$ cat src/rtl/hazard_stall_ctrl_pkg.sv
// hazard_stall_ctrl_pkg: shared state encoding, defaults and stall-cause priority for the hazard controller.
package hazard_stall_ctrl_pkg;
    localparam int REG_AW_DEF      = 5;
    localparam int PERF_W_DEF      = 16;
    localparam int MEM_TIMEOUT_DEF = 64;

    typedef enum logic {ST_RUN, ST_WAIT} state_e;

    typedef enum logic [1:0] {PRI_NONE, PRI_LOAD_USE, PRI_BRANCH, PRI_MEMWAIT} pri_e;

    function automatic pri_e pick_pri(input logic memwait, input logic branch, input logic load_use);
        return memwait ? PRI_MEMWAIT : branch ? PRI_BRANCH : load_use ? PRI_LOAD_USE : PRI_NONE;
    endfunction
endpackage

$ cat src/rtl/hazard_stall_ctrl_if.sv
// hazard_stall_ctrl_if: pipeline hazard inputs and stall/flush/perf outputs of the hazard controller.
interface hazard_stall_ctrl_if
    import hazard_stall_ctrl_pkg::*;
#(
    parameter int REG_AW = REG_AW_DEF,
    parameter int PERF_W = PERF_W_DEF
);
    logic [REG_AW-1:0] id_rs1_i;
    logic [REG_AW-1:0] id_rs2_i;
    logic              id_use_rs1_i;
    logic              id_use_rs2_i;
    logic              idex_memRead_i;
    logic [REG_AW-1:0] idex_rd_i;
    logic              ex_branch_taken_i;
    logic              mem_req_i;
    logic              mem_ready_i;
    logic              pc_write_o;
    logic              ifid_write_o;
    logic              ifid_flush_o;
    logic              idex_bubble_o;
    logic              pipe_hold_o;
    logic              mem_err_o;
    logic [PERF_W-1:0] stall_cnt_o;
    logic [PERF_W-1:0] flush_cnt_o;
    logic [PERF_W-1:0] wait_cnt_o;

    modport master (
        output id_rs1_i, id_rs2_i, id_use_rs1_i, id_use_rs2_i, idex_memRead_i, idex_rd_i,
               ex_branch_taken_i, mem_req_i, mem_ready_i,
        input  pc_write_o, ifid_write_o, ifid_flush_o, idex_bubble_o, pipe_hold_o, mem_err_o,
               stall_cnt_o, flush_cnt_o, wait_cnt_o
    );

    modport slave (
        input  id_rs1_i, id_rs2_i, id_use_rs1_i, id_use_rs2_i, idex_memRead_i, idex_rd_i,
               ex_branch_taken_i, mem_req_i, mem_ready_i,
        output pc_write_o, ifid_write_o, ifid_flush_o, idex_bubble_o, pipe_hold_o, mem_err_o,
               stall_cnt_o, flush_cnt_o, wait_cnt_o
    );
endinterface

$ cat src/rtl/hazard_sat_counter.sv
// hazard_sat_counter: W-bit event counter that sticks at all-ones, with synchronous clear.
module hazard_sat_counter #(
    parameter int W = 16
) (
    input  logic         clk,
    input  logic         clr,
    input  logic         inc,
    output logic [W-1:0] cnt
);
    always_ff @(posedge clk) begin
        if (clr) cnt <= '0;
        else if (inc && cnt != '1) cnt <= cnt + 1'b1;
    end
endmodule

$ cat src/rtl/hazard_stall_ctrl.sv
// hazard_stall_ctrl: load-use / branch-flush / MEM-wait stall and flush control with timeout and perf counters.
module hazard_stall_ctrl
    import hazard_stall_ctrl_pkg::*;
#(
    parameter int REG_AW      = REG_AW_DEF,
    parameter int PERF_W      = PERF_W_DEF,
    parameter int MEM_TIMEOUT = MEM_TIMEOUT_DEF
) (
    input logic                clk_i,
    input logic                rst_i,
    hazard_stall_ctrl_if.slave bus
);
    localparam int TW = $clog2(MEM_TIMEOUT + 1);

    state_e            state_q, state_d;
    logic [TW-1:0]     timer_q, timer_d;
    logic              err_q, err_d;
    logic              load_use, memwait, timeout;
    pri_e              pri;
    logic [PERF_W-1:0] stall_q, flush_q, wait_q;

    assign load_use = bus.idex_memRead_i && bus.idex_rd_i != REG_AW'(0) &&
                      ((bus.id_use_rs1_i && bus.id_rs1_i == bus.idex_rd_i) ||
                       (bus.id_use_rs2_i && bus.id_rs2_i == bus.idex_rd_i));
    // A latched timeout masks the wait so the pipeline drains instead of deadlocking.
    assign memwait  = bus.mem_req_i && !bus.mem_ready_i && !err_q;
    assign timeout  = memwait && timer_q == TW'(MEM_TIMEOUT - 1);
    assign pri      = pick_pri(memwait, bus.ex_branch_taken_i, load_use);

    always_ff @(posedge clk_i) begin
        if (rst_i) begin
            state_q <= ST_RUN;
            timer_q <= '0;
            err_q   <= 1'b0;
        end else begin
            state_q <= state_d;
            timer_q <= timer_d;
            err_q   <= err_d;
        end
    end

    always_comb begin
        state_d = (state_q == ST_RUN) ? (memwait ? ST_WAIT : ST_RUN)
                                      : ((bus.mem_ready_i || !bus.mem_req_i) ? ST_RUN : ST_WAIT);
        timer_d = memwait ? timer_q + 1'b1 : '0;
        err_d   = err_q;
        if (timeout) begin
            state_d = ST_RUN;
            timer_d = '0;
            err_d   = 1'b1;
        end
    end

    assign bus.pc_write_o    = rst_i || (pri != PRI_MEMWAIT && pri != PRI_LOAD_USE);
    assign bus.ifid_write_o  = rst_i || (pri != PRI_MEMWAIT && pri != PRI_LOAD_USE);
    assign bus.ifid_flush_o  = !rst_i && pri == PRI_BRANCH;
    assign bus.idex_bubble_o = !rst_i && (pri == PRI_BRANCH || pri == PRI_LOAD_USE);
    assign bus.pipe_hold_o   = !rst_i && pri == PRI_MEMWAIT;
    assign bus.mem_err_o     = !rst_i && err_q;
    assign bus.stall_cnt_o   = rst_i ? '0 : stall_q;
    assign bus.flush_cnt_o   = rst_i ? '0 : flush_q;
    assign bus.wait_cnt_o    = rst_i ? '0 : wait_q;

    hazard_sat_counter #(.W(PERF_W)) u_stall_cnt (
        .clk(clk_i), .clr(rst_i), .inc(pri == PRI_LOAD_USE), .cnt(stall_q)
    );
    hazard_sat_counter #(.W(PERF_W)) u_flush_cnt (
        .clk(clk_i), .clr(rst_i), .inc(pri == PRI_BRANCH), .cnt(flush_q)
    );
    hazard_sat_counter #(.W(PERF_W)) u_wait_cnt (
        .clk(clk_i), .clr(rst_i), .inc(pri == PRI_MEMWAIT), .cnt(wait_q)
    );
endmodule

$ cat src/flat_wrapper.sv
// flat-port wrapper written by rule: the top's interface ports become plain ports
module hazard_stall_ctrl_flat import hazard_stall_ctrl_pkg::*;
#(
    parameter int REG_AW      = REG_AW_DEF,
    parameter int PERF_W      = PERF_W_DEF,
    parameter int MEM_TIMEOUT = MEM_TIMEOUT_DEF
)
  (clk_i, rst_i, bus_id_rs1_i, bus_id_rs2_i, bus_id_use_rs1_i, bus_id_use_rs2_i, bus_idex_memRead_i, bus_idex_rd_i, bus_ex_branch_taken_i, bus_mem_req_i, bus_mem_ready_i, bus_pc_write_o, bus_ifid_write_o, bus_ifid_flush_o, bus_idex_bubble_o, bus_pipe_hold_o, bus_mem_err_o, bus_stall_cnt_o, bus_flush_cnt_o, bus_wait_cnt_o);
  hazard_stall_ctrl_if #(.REG_AW(REG_AW), .PERF_W(PERF_W)) bus_i ();
  input logic clk_i;
  input logic rst_i;
  input wire logic [$bits(bus_i.id_rs1_i)-1:0] bus_id_rs1_i;
  input wire logic [$bits(bus_i.id_rs2_i)-1:0] bus_id_rs2_i;
  input wire logic [$bits(bus_i.id_use_rs1_i)-1:0] bus_id_use_rs1_i;
  input wire logic [$bits(bus_i.id_use_rs2_i)-1:0] bus_id_use_rs2_i;
  input wire logic [$bits(bus_i.idex_memRead_i)-1:0] bus_idex_memRead_i;
  input wire logic [$bits(bus_i.idex_rd_i)-1:0] bus_idex_rd_i;
  input wire logic [$bits(bus_i.ex_branch_taken_i)-1:0] bus_ex_branch_taken_i;
  input wire logic [$bits(bus_i.mem_req_i)-1:0] bus_mem_req_i;
  input wire logic [$bits(bus_i.mem_ready_i)-1:0] bus_mem_ready_i;
  output wire logic [$bits(bus_i.pc_write_o)-1:0] bus_pc_write_o;
  output wire logic [$bits(bus_i.ifid_write_o)-1:0] bus_ifid_write_o;
  output wire logic [$bits(bus_i.ifid_flush_o)-1:0] bus_ifid_flush_o;
  output wire logic [$bits(bus_i.idex_bubble_o)-1:0] bus_idex_bubble_o;
  output wire logic [$bits(bus_i.pipe_hold_o)-1:0] bus_pipe_hold_o;
  output wire logic [$bits(bus_i.mem_err_o)-1:0] bus_mem_err_o;
  output wire logic [$bits(bus_i.stall_cnt_o)-1:0] bus_stall_cnt_o;
  output wire logic [$bits(bus_i.flush_cnt_o)-1:0] bus_flush_cnt_o;
  output wire logic [$bits(bus_i.wait_cnt_o)-1:0] bus_wait_cnt_o;
  assign bus_i.id_rs1_i = bus_id_rs1_i;
  assign bus_i.id_rs2_i = bus_id_rs2_i;
  assign bus_i.id_use_rs1_i = bus_id_use_rs1_i;
  assign bus_i.id_use_rs2_i = bus_id_use_rs2_i;
  assign bus_i.idex_memRead_i = bus_idex_memRead_i;
  assign bus_i.idex_rd_i = bus_idex_rd_i;
  assign bus_i.ex_branch_taken_i = bus_ex_branch_taken_i;
  assign bus_i.mem_req_i = bus_mem_req_i;
  assign bus_i.mem_ready_i = bus_mem_ready_i;
  assign bus_pc_write_o = bus_i.pc_write_o;
  assign bus_ifid_write_o = bus_i.ifid_write_o;
  assign bus_ifid_flush_o = bus_i.ifid_flush_o;
  assign bus_idex_bubble_o = bus_i.idex_bubble_o;
  assign bus_pipe_hold_o = bus_i.pipe_hold_o;
  assign bus_mem_err_o = bus_i.mem_err_o;
  assign bus_stall_cnt_o = bus_i.stall_cnt_o;
  assign bus_flush_cnt_o = bus_i.flush_cnt_o;
  assign bus_wait_cnt_o = bus_i.wait_cnt_o;
  hazard_stall_ctrl #(.REG_AW(REG_AW), .PERF_W(PERF_W), .MEM_TIMEOUT(MEM_TIMEOUT)) u_core (.clk_i(clk_i), .rst_i(rst_i), .bus(bus_i));
endmodule
$ cat config.mk
export PLATFORM = sky130hd
export DESIGN_NAME = hazard_stall_ctrl_flat
export DESIGN_NICKNAME = d
export VERILOG_FILES = /design/src/rtl/hazard_stall_ctrl_pkg.sv /design/src/rtl/hazard_stall_ctrl_if.sv /design/src/rtl/hazard_sat_counter.sv /design/src/rtl/hazard_stall_ctrl.sv /design/src/flat_wrapper.sv
export SDC_FILE = /design/constraint.sdc
export NUM_CORES = 1
export LEC_CHECK = 0
export ABC_AREA = 1
export CAP_MARGIN = 20
export CORE_MARGIN = 2
export CORE_UTILIZATION = 47
export CTS_BUF_LIST = sky130_fd_sc_hd__clkbuf_8
export CTS_CLUSTER_DIAMETER = 120
export DETAILED_ROUTE_END_ITERATION = 8
export GPL_TIMING_DRIVEN = 0
export PLACE_DENSITY = 0.77
export SYNTH_ARGS = -nofsm -noshare
export SYNTH_HDL_FRONTEND = slang
export SYNTH_SLANG_ARGS = --single-unit
$ cat constraint.sdc
create_clock -name clk_i -period 3.32 [get_ports clk_i]
set_clock_uncertainty 0.05 [all_clocks]
set_input_delay 0.664 -clock clk_i [delete_from_list [all_inputs] [get_ports clk_i]]
set_output_delay 0.664 -clock clk_i [all_outputs]
set_load 0.01 [all_outputs]
== Word level (Yosys, flattened, before mapping) ==
Cells that the tools add are included.
Cells by class
  $add $sub $neg: 4
  eq/ne operators: 11
  mux-type cells: 6
  bitwise logic cells: 1
  reduce and logical (&&, ||, !) cells: 23
Operators by type and width (count)
  $add A16 B1 Y16 const B: 3
  $mux W16: 3
  $ne A16 B16 Y1 const B: 3
  $logic_and A1 B1 Y1: 15
  $eq A5 B5 Y1: 2
  $add A7 B1 Y7 const B: 1
  $eq A7 B6 Y1 const B: 1
  $reduce_bool A5 Y1: 1
  $eq A2 B2 Y1 const B: 2
  $mux W2: 2
  $logic_not A1 Y1: 3
  $logic_or A1 B1 Y1: 3
  $reduce_or A3 Y1: 1
  $eq A2 B1 Y1 const B: 1
  $ne A2 B1 Y1 const B: 1
  $ne A2 B2 Y1 const B: 1
  $mux W1: 1
  $not A1 Y1: 1
Storage, ports and cells
  bits in registers: 56
  bits of input ports: 23
  word-level logic and storage cells: 50

== Longest topological paths before layout ==
  depth in word-level cells: 10
  mapped depth: 15

== Cells and area by module ==
A second synthesis with hierarchy kept.
Second synthesis, totals
  cells, all modules: 665
  area, all modules: 3848.7 sq um
By module, submodules not included
  hazard_sat_counter: instances 3, cells each 149, area an instance 929.6 sq um
  hazard_stall_ctrl: instances 1, cells each 218, area an instance 1059.8 sq um

== Worst setup path before layout ==
Ideal clock, no wire load.
  path type: input -> output
  from: input bus_idex_rd_i[3]
  to: output bus_pipe_hold_o
  arrival: 1.658 ns
  slack: 0.948 ns
  stages: 10
  buffers on the path: 0
  cells stage by stage: inv_1 -> o21ai_0 -> nor2_1 -> nand3_1 -> nand2_1 -> nand2_1 -> nand2_1 -> ha_1 -> inv_1 -> nor2_1
On the way
  cells in the longest elaborated chain, start to end: 9
  elaborated cells on any way between the ends: 13
  those cells by class: eq/ne (3); mux (3); reduce/logical (7)
Ends and longest elaborated chain
  start, declared: line flat_wrapper.sv:17  | input wire logic [$bits(bus_i.idex_rd_i)-1:0] bus_idex_rd_i;
  $eq A5 B5 Y1 (on tied branches): line hazard_stall_ctrl.sv:23, hazard_stall_ctrl.sv:24
  $logic_and A1 B1 Y1 (on tied branches): line hazard_stall_ctrl.sv:23, hazard_stall_ctrl.sv:24
  $logic_or A1 B1 Y1: line hazard_stall_ctrl.sv:23  | ((bus.id_use_rs1_i && bus.id_rs1_i == bus.idex_rd_i) ||
  $logic_and A1 B1 Y1 (*): line hazard_stall_ctrl.sv:22  | assign load_use = bus.idex_memRead_i && bus.idex_rd_i != REG_AW'(0) &&
  $mux W1 (*): line hazard_stall_ctrl_pkg.sv:12  | return memwait ? PRI_MEMWAIT : branch ? PRI_BRANCH : load_use ? PRI_LOAD_USE : PRI_NONE;
  $mux W2 (*) (2 in a row): line hazard_stall_ctrl_pkg.sv:12
  $eq A2 B2 Y1 (*): line hazard_stall_ctrl.sv:58  | assign bus.pipe_hold_o = !rst_i && pri == PRI_MEMWAIT;
  $logic_and A1 B1 Y1 (*): line hazard_stall_ctrl.sv:58
  end, declared: line flat_wrapper.sv:25  | output wire logic [$bits(bus_i.pipe_hold_o)-1:0] bus_pipe_hold_o;
Every way passes the cells marked *; elsewhere a longest branch is shown, timed or not.

== Final worst setup path ==
  from: input rst_i
  to: output bus_pc_write_o
On the way
  cells in the longest elaborated chain, start to end: 1
Ends and longest elaborated chain
  start, declared: line flat_wrapper.sv:11  | input logic rst_i;
  $logic_or A1 B1 Y1: line hazard_stall_ctrl.sv:54  | assign bus.pc_write_o = rst_i || (pri != PRI_MEMWAIT && pri != PRI_LOAD_USE);
  end, declared: line flat_wrapper.sv:21  | output wire logic [$bits(bus_i.pc_write_o)-1:0] bus_pc_write_o;
No other way between the ends.

==> flow_summary.toml <==
[detailed_routing]
drtIter0Drc = 186
totalWireLength_um = 9439
post_drt_via_cell_ratio = 4.977
drc = 0
dr.pass1.iters = 5
vias = 3967
wire_per_inst_um = 11.84
drtAntennaViolNets = 0

[layout]
nNetsFinal = 723
utilization_pct = 61.69
instances_no_fill = 797
area_growth_pct = 27.31
layout_common_cells = "nand2_1 (167), nor2_1 (125), inv_1 (78)"
diodes = 0
final_layout_size_suffix_gt1_share_pct = 9.496
final_area_mm2 = 0.004742
final_common_cell = "nand2_1"

[setup_path]
crit_chain = "clkdlybuf4s50_1 -> inv_1 -> clkbuf_2 -> nand2_1 -> buf_4 -> clkdlybuf4s50_1"
path_common_cell = "clkdlybuf4s50_1"
cp-start-kind = "input pin"
critical_path_buf_inv_count = 5
arrival_ps = 2510
crit_family = "buffers and inverters"
critPathRequiredTime_ps = 2610
worstSetupPathType = "input pin to output pin"
critical_path.endpoint_type = "output pin"
critical_path.max_stage_delay_ps = 460
critPathMaxFanout = 11
cp_slowest_cell = "clkdlybuf4s50_1"

[power]
comb_power_share_pct = 11.6
power_frac_seq_pct = 53.2
pwr_density_cell_mw_per_mm2 = 270.2
p_leak_uw = 0.001750
power_switching_uw = 320.2
p_int_uw = 961.1
ir_drop_mv = 0.1866
swShare_pct = 24.99
clkPwrFrac_pct = 35.2

[sta]
period_needed_ps = 3224
drv_slew = 0
finalHoldViolations = 0
setup_viol_count_final = 0
rsz0062_at_grt = "yes"
period_share_pct = 97.12
tns_ps = 0
hold_ws_ps = 398.8
slew_headroom_pct = 53.33
fmax_mhz = 310.1
tightest_slew_ps = 700.0

[floorplan]
core_area_mm2 = 0.007687
die_h_um = 93.03
num_rows = 32
start_util_pct = 48.45
die_w_um = 93.03
pin_count = 77
die-area_mm2 = 0.008654

[synth]
synth.distinct_cells = 30
synth_compound_area_share_pct = 10.08
synth-seq-cells = 56
syn-num-nets = 641
synthAdderAreaFrac_pct = 2.015
synth_top_family_by_area = "simple AND/OR/NAND/NOR gates"
ys_seq_area_share_pct = 30.10
ys_warn_count = 0
synth_simple_gate_area_share_pct = 42.93
yosys.area.top_type = "dfxtp_1"
netlist_area_mm2 = 0.003725
synth_xor_area_share_pct = 3.762
syn_area_per_cell_um2 = 6.086
synth_area_leaders = "dfxtp_1 (30%), nand2_1 (17%), nor2_1 (13%), inv_1 (7.8%), nand3_1 (4.3%)"
synthCells = 612
muxShareOfSynthArea_pct = 0
synth.top_cell.area_share_pct = 30.10

[global_route]
grt_use_total_pct = 22.55
grt_overflow = 0
grt_max_degree = 17
grt_pass1_vias = 3723
antenna_found_initial = 0
grt_pass1_wl_um = 16100

[job]
drv_cap = 0

[placement]
place_congestion = 0.8994
place_inst = 790
hpwl_um = 7266
port_buffers = 76
dpl_cell_area_mm2 = 0.004613

[clocking]
cts.sinks = 56
root_buffer = "clkbuf_8"
clockBufferDepth = 2
clk_latency_ps = 310
clk_pin_slew_worst_paths_ps = 100
cts_tree = "done"
h-tree-depth = 2
cts_made_buffers = 5
hold_buffers = 0

[run_status]
status = "finished clean"

[hold_path]
hold_class = "register to register"
-- sequential cells by signal, summed over array words and instances, names as in the netlist --
register / count
u_core.u_stall_cnt.cnt: 16
u_core.u_flush_cnt.cnt: 16
u_core.err_q: 1
u_core.u_wait_cnt.cnt: 16
u_core.timer_q: 7
-- repair_timing --
action	in CTS	in global routing
gates cloned	0	0
buffers inserted	0	0
gates resized for setup	6	8
hold endpoints to repair	0	0
endpoints found under the setup margin	31	13
-- synth_stat cells --
| master | count |
|---|---|
| nand3_1 | 32 |
| clkbuf_1 | 9 |
| nor2_4 | 5 |
| nor2_1 | 127 |
| a21oi_1 | 28 |
| o21ai_4 | 1 |
| dfxtp_1 | 56 |
| o21ai_2 | 1 |
| buf_2 | 4 |
| inv_2 | 2 |
| o211ai_1 | 1 |
| or2_2 | 1 |
| nand2_2 | 7 |
| a21oi_2 | 14 |
| nor2_2 | 8 |
| nand3_2 | 1 |
| nor4_1 | 1 |
| o21ai_0 | 16 |
| nor3_1 | 5 |
| buf_6 | 2 |
| buf_4 | 2 |
| buf_12 | 1 |
| ha_1 | 6 |
| inv_4 | 1 |
| nor3b_1 | 1 |
| inv_1 | 77 |
| nor3_2 | 2 |
| nand2_1 | 168 |
| nand4_1 | 17 |
| xor2_1 | 16 |
-- metal layers --
metal / up-vias / GRT usage [%] / wire length, µm
li1: 2064 / - / -
met1: 1783 / 27.15 / 4264
met2: 107 / 41.43 / 4595
met3: 13 / 3.304 / 462
met4: 0 / 6.618 / 117
met5: - / 0 / 0
-- per-stage QoR --
step | setup slack [ps] | power [µW]
after global placement | -284.5 | 840.3
after CTS | 36.86 | 1283
after floorplan | 948.0 | 776.6
after global routing | -35.43 | 1325
final | 95.72 | 1281
after detailed placement | -341.5 | 843.3
-- tightest hold or removal path: stages (launching register included) --
cell and delay [ps]:
dfxtp_1 310, inv_1 60, nor4_1 50
-- kinds of logic (layout without fill, tap and decap cells) --
logic type / Yosys count / count (layout)
AND/OR/NAND/NOR: 375 / 375
buffers and inverters: 98 / 181
AO/OA/AOI/OAI: 61 / 61
flip-flops: 56 / 56
XOR/XNOR: 16 / 16
adder cells (fa/ha/maj): 6 / 6
-- area by class of cell --
type | instances | area, µm²
tap | 102 | 127.6
fill | 733 | 2945
inverter | 80 | 302.8
timing repair buffer | 76 | 759.5
sequential | 56 | 1121
clock buffer | 5 | 68.82
clock inverter | 3 | 38.79
multi-input combinational | 458 | 2210
buffer | 17 | 113.9
-- path summary, 6_finish.rpt --
path	from	end	slack [ps]	cells after the start
max reg2reg	u_core.err_q	u_core.u_stall_cnt.cnt[11]	1380	10
max	rst_i	bus_pc_write_o	100	6
min reg2reg	u_core.timer_q[6]	u_core.timer_q[6]	400	2
min	u_core.timer_q[6]	u_core.timer_q[6]	400	2
-- power by group through the flow --
stage / Combinational, µW / Sequential [µW] / Clock, µW
finish: 149 / 682 / 451
global route: 164 / 683 / 478
CTS: 146 / 682 / 456
detailed placement: 146 / 697 / 0
global placement: 143 / 697 / 0
floorplan: 80.7 / 696 / 0
(Power assumes the default switching activity.)
